$ cat config.mk
export PLATFORM = sky130hd
export DESIGN_NAME = mux4_to_1_rr
export DESIGN_NICKNAME = d
export VERILOG_FILES = /design/src/rtl/mux4_to_1_rr.sv
export SDC_FILE = /design/constraint.sdc
export NUM_CORES = 1
export LEC_CHECK = 0
export ABC_AREA = 1
export ABC_CLOCK_PERIOD_IN_PS = 3850
export BUFFER_PORTS_ARGS = -buffer_cell sky130_fd_sc_hd__buf_2
export CAP_MARGIN = 0
export CORE_UTILIZATION = 55
export CTS_CLUSTER_DIAMETER = 200
export DETAILED_ROUTE_END_ITERATION = 12
export GPL_TIMING_DRIVEN = 0
export MAX_ROUTING_LAYER = met4
export PLACE_DENSITY = 0.91
export SYNTH_ARGS = -nofsm -noshare
export SYNTH_HDL_FRONTEND = slang
export SYNTH_SLANG_ARGS = --single-unit
$ cat constraint.sdc
create_clock -name Clk -period 3.85 [get_ports Clk]
set_input_delay 0.385 -clock Clk [delete_from_list [all_inputs] [get_ports Clk]]
set_output_delay 0.385 -clock Clk [all_outputs]
set_load 0.02 [all_outputs]
$ cat src/rtl/mux4_to_1_rr.sv
// rtl/mux4_to_1_rr.sv - round-robin 4-to-1 mux with valid/ready channels and a registered tagged output
//
// Merges four producer channels onto one registered output stream. Each
// output word carries its source channel number on S so a downstream 1-to-4
// demux can use it directly as its select.
//
// Ports:
//   Clk       clock, all state updates on the rising edge
//   Rst       synchronous active-high reset
//   Xin       channel data, channel i at Xin[i*WIDTH +: WIDTH]
//   Valid     per-channel request
//   Ready     per-channel accept, one-hot or zero
//   Yout      registered output data
//   S         registered channel tag of Yout
//   OutValid  Yout/S hold a word
//   OutReady  downstream accepts the word on Yout/S

module mux4_to_1_rr #(
    parameter int WIDTH = 1
) (
    input  logic               Clk,
    input  logic               Rst,
    input  logic [4*WIDTH-1:0] Xin,
    input  logic [3:0]         Valid,
    output logic [3:0]         Ready,
    output logic [WIDTH-1:0]   Yout,
    output logic [1:0]         S,
    output logic               OutValid,
    input  logic               OutReady
);

    // Channel that gets first look at the next grant; only moves on a grant.
    logic [1:0] ptr;

    logic       load;
    logic       found;
    logic [1:0] gnt;
    logic [1:0] idx;

    // The output register is free when empty or being drained this cycle,
    // which lets a drain and a new accept share one edge.
    assign load = !OutValid || OutReady;

    // Rotating priority search starting at ptr; first requester wins.
    always_comb begin
        found = 1'b0;
        gnt   = ptr;
        idx   = '0;
        for (int k = 0; k < 4; k++) begin
            idx = ptr + k[1:0];
            if (!found && Valid[idx]) begin
                found = 1'b1;
                gnt   = idx;
            end
        end
    end

    // Ready is held low during reset so nothing is consumed on a reset edge.
    always_comb begin
        Ready = 4'b0000;
        if (!Rst && load && found) begin
            Ready = 4'b0001 << gnt;
        end
    end

    always_ff @(posedge Clk) begin
        if (Rst) begin
            Yout     <= '0;
            S        <= 2'b00;
            OutValid <= 1'b0;
            ptr      <= 2'b00;
        end else if (load) begin
            if (found) begin
                Yout     <= Xin[int'(gnt)*WIDTH +: WIDTH];
                S        <= gnt;
                OutValid <= 1'b1;
                ptr      <= gnt + 2'd1;
            end else begin
                OutValid <= 1'b0;
            end
        end
    end

endmodule

==> results.toml <==
[status]
outcome = "completed"

[cts]
post_cts_buffers = 0
clk_path_buf_depth = 2
cts_tree = "yes"
clockRootBuffer = "clkbuf_4"
clock_latency_ns = 0.24
numClockSinks = 6
ctsHoldBuffers = 0
htree_levels = 1
clk_pin_slew_ns = 0.04
cts_resized = 0
numCtsBuffers = 3

[worst_setup_path]
crit_arrival_ns = 2.04
critPathTopFamily = "simple AND/OR/NAND/NOR gates"
cp_data_required_time_ns = 3.46
cp-start-kind = "flip-flop"
path_cells = "buf_6 > inv_2 > nand2_1 > nand2_1 > nand2_1 > nand2_4 > nand2_2 > nand2_1 > nand2_1 > nand2_1 > nand3_1 > nand2_2 > nand2_1 > nor2_1 > buf_2"
max_stage_delay_ns = 0.30
critPathKind = "flip-flop to output port"
cp_num_buf_inv = 3
crit_top_cell = "nand2_1"
end_kind = "output port"
crit_path_max_fanout = 9
crit_slowest_cell = "dfxtp_1"

[detailed_routing]
wl_um = 1784
vias = 878
via_per_inst = 5.135
first_pass_iters = 4
drt_iter0_markers = 15
ant_nets = 0
remaining_drc_errors = 0
wire_per_inst_um = 10.43

[synth]
ys_seq_elements = 6
synthCells = 135
ys_types = 21
synthesis.nets = 146
synth.avg_cell_area_um2 = 5.672
syn_area_um2 = 765.7
yosys_warnings = 0
seq_area_frac_synth_pct = 15.69

[power]
p_leak_nw = 0.5384
p_per_area_nw_per_um2 = 908.5
comb_power_share_pct = 80.6
p_sw_w = 0.0004809
p_seq_share_pct = 12.6
p_int_w = 0.0003341
netSwitchingFraction_pct = 59.01
clkPwrFrac_pct = 6.8
ir_drop_uv = 461.1

[global_routing]
antenna_found_initial = 0
overflow = 0
track_usage_pct = 28.22
grt_max_degree = 11
first_global_vias = 717
grt_pass1_wl_um = 2877

[sta]
drv_slew = 0
hold_violations = 0
post-route-min-period_ns = 2.426
worst_pin_slew_ns = 0.2214
skew_ns = 0.006474
fin_crit_sh_pct = 63.01
slew_headroom_pct = 85.22
fin_setup_tns_ns = 0
setup_viol = 0
timing.final.ws_setup_ns = 1.424
rsz0062_at_grt = "no"
max_freq_mhz = 412.2

[worst_hold_path]
hold_path_class = "input pin to flip-flop"

[finish]
final_cell_mix = "57 x nand2_1, 18 x buf_2, 16 x nand3_1"
drive_gt1_share_pct = 32.69
syn2layout_area_growth_pct = 17.16
n_antenna_cell = 0
layout_commonest_cell = "nand2_1"
post-route-cell-area_um2 = 897.1
nFillCells = 120
final_util_pct = 68.94
final_nets = 169

[floorplan]
initial_core_util_pct = 58.85
ios = 19
die_h_um = 39.31
fp.dieArea_um2 = 1545
die_w_um = 39.31
coreArea_um2 = 1301
std_cell_rows = 13

[place]
dp_worst_setup_slack_ns = 1.700
place_congestion = 0.8212
hpwlAfterDp_um = 1464
dpl_cell_area_um2 = 874.6
io_buffers = 18

[flow_run]
drv_cap = 0
==> cells by family (layout without fill, tap and decap cells) <==
kind of cell | Yosys count | in the layout | share of synthesized area [%]
AOI/OAI and AO/OA | 6 | 6 | 4.739
DFF | 6 | 6 | 15.69
and+or+nand+nor | 103 | 103 | 67.32
buffers and inverters | 20 | 41 | 12.25
==> power by group through the flow <==
stage	Combinational [W]	Clock (W)	Sequential, W
after global routing	0.000730	0.0000598	0.000105
after CTS	0.000654	0.0000587	0.000103
final	0.000657	0.0000555	0.000102
after global placement	0.000630	0	0.000100
after floorplan	0.000511	0	0.000118
after detailed placement	0.000653	0	0.000104
==> cell usage after synthesis, drive strengths merged <==
cell type	number	share of area, %
nand2	71	41
nand3	20	16
inv	16	7.8
nor2	7	4.4
dfxtp	6	16
buf	3	3.9
nand4	3	5.2
o21ai	3	2.5
a21oi	2	1.3
nor3	2	1.3
clkinv	1	0.49
o211ai	1	0.98
==> final timing paths <==
path	slack, ns	cells past startpoint	start	endpoint
setup / recovery	1.42	15	ptr[1]$_SDFFE_PP0P_	Ready[0]
hold / removal	0.35	2	Rst	ptr[0]$_SDFFE_PP0P_
setup reg to reg	2.03	14	ptr[0]$_SDFFE_PP0P_	Yout$_SDFFE_PP0P_
hold reg to reg	0.49	2	S[1]$_SDFFE_PP0P_	S[1]$_SDFFE_PP0P_
==> per-layer routing <==
layer	vias up	GRT usage (%)	share of wire [%]
met2	19	51.67	53
met5	-	-	0
met3	0	3.409	3.0
met4	0	10.34	0
li1	472	-	-
met1	387	31.03	44
==> flip-flops by register name, summed over array words and instances, names as in the netlist <==
name and flops:
S 2, Yout 1, ptr 2, OutValid 1
==> final cells by class <==
class	count	area (um^2)	area share [%]
multi-input cells	109	551.8	61.51
flip-flops and latches	6	120.1	13.39
repair buffers	18	90.09	10.04
inverters	17	63.81	7.113
plain buffers	3	30.03	3.347
clock buffers	3	22.52	2.510
well taps	15	18.77	2.092
==> per-stage QoR <==
stage,instances,hold slack [ns],power [W]
2_1_floorplan,135,0.4574,0.0006288
3_3_place_gp,168,0.4754,0.0007309
3_5_place_dp,168,0.4800,0.0007570
4_1_cts,171,0.3401,0.0008155
5_1_grt,171,0.3475,0.0008946
6_report,171,0.3487,0.0008150
No activity file was read; power rests on OpenSTA's default activity.
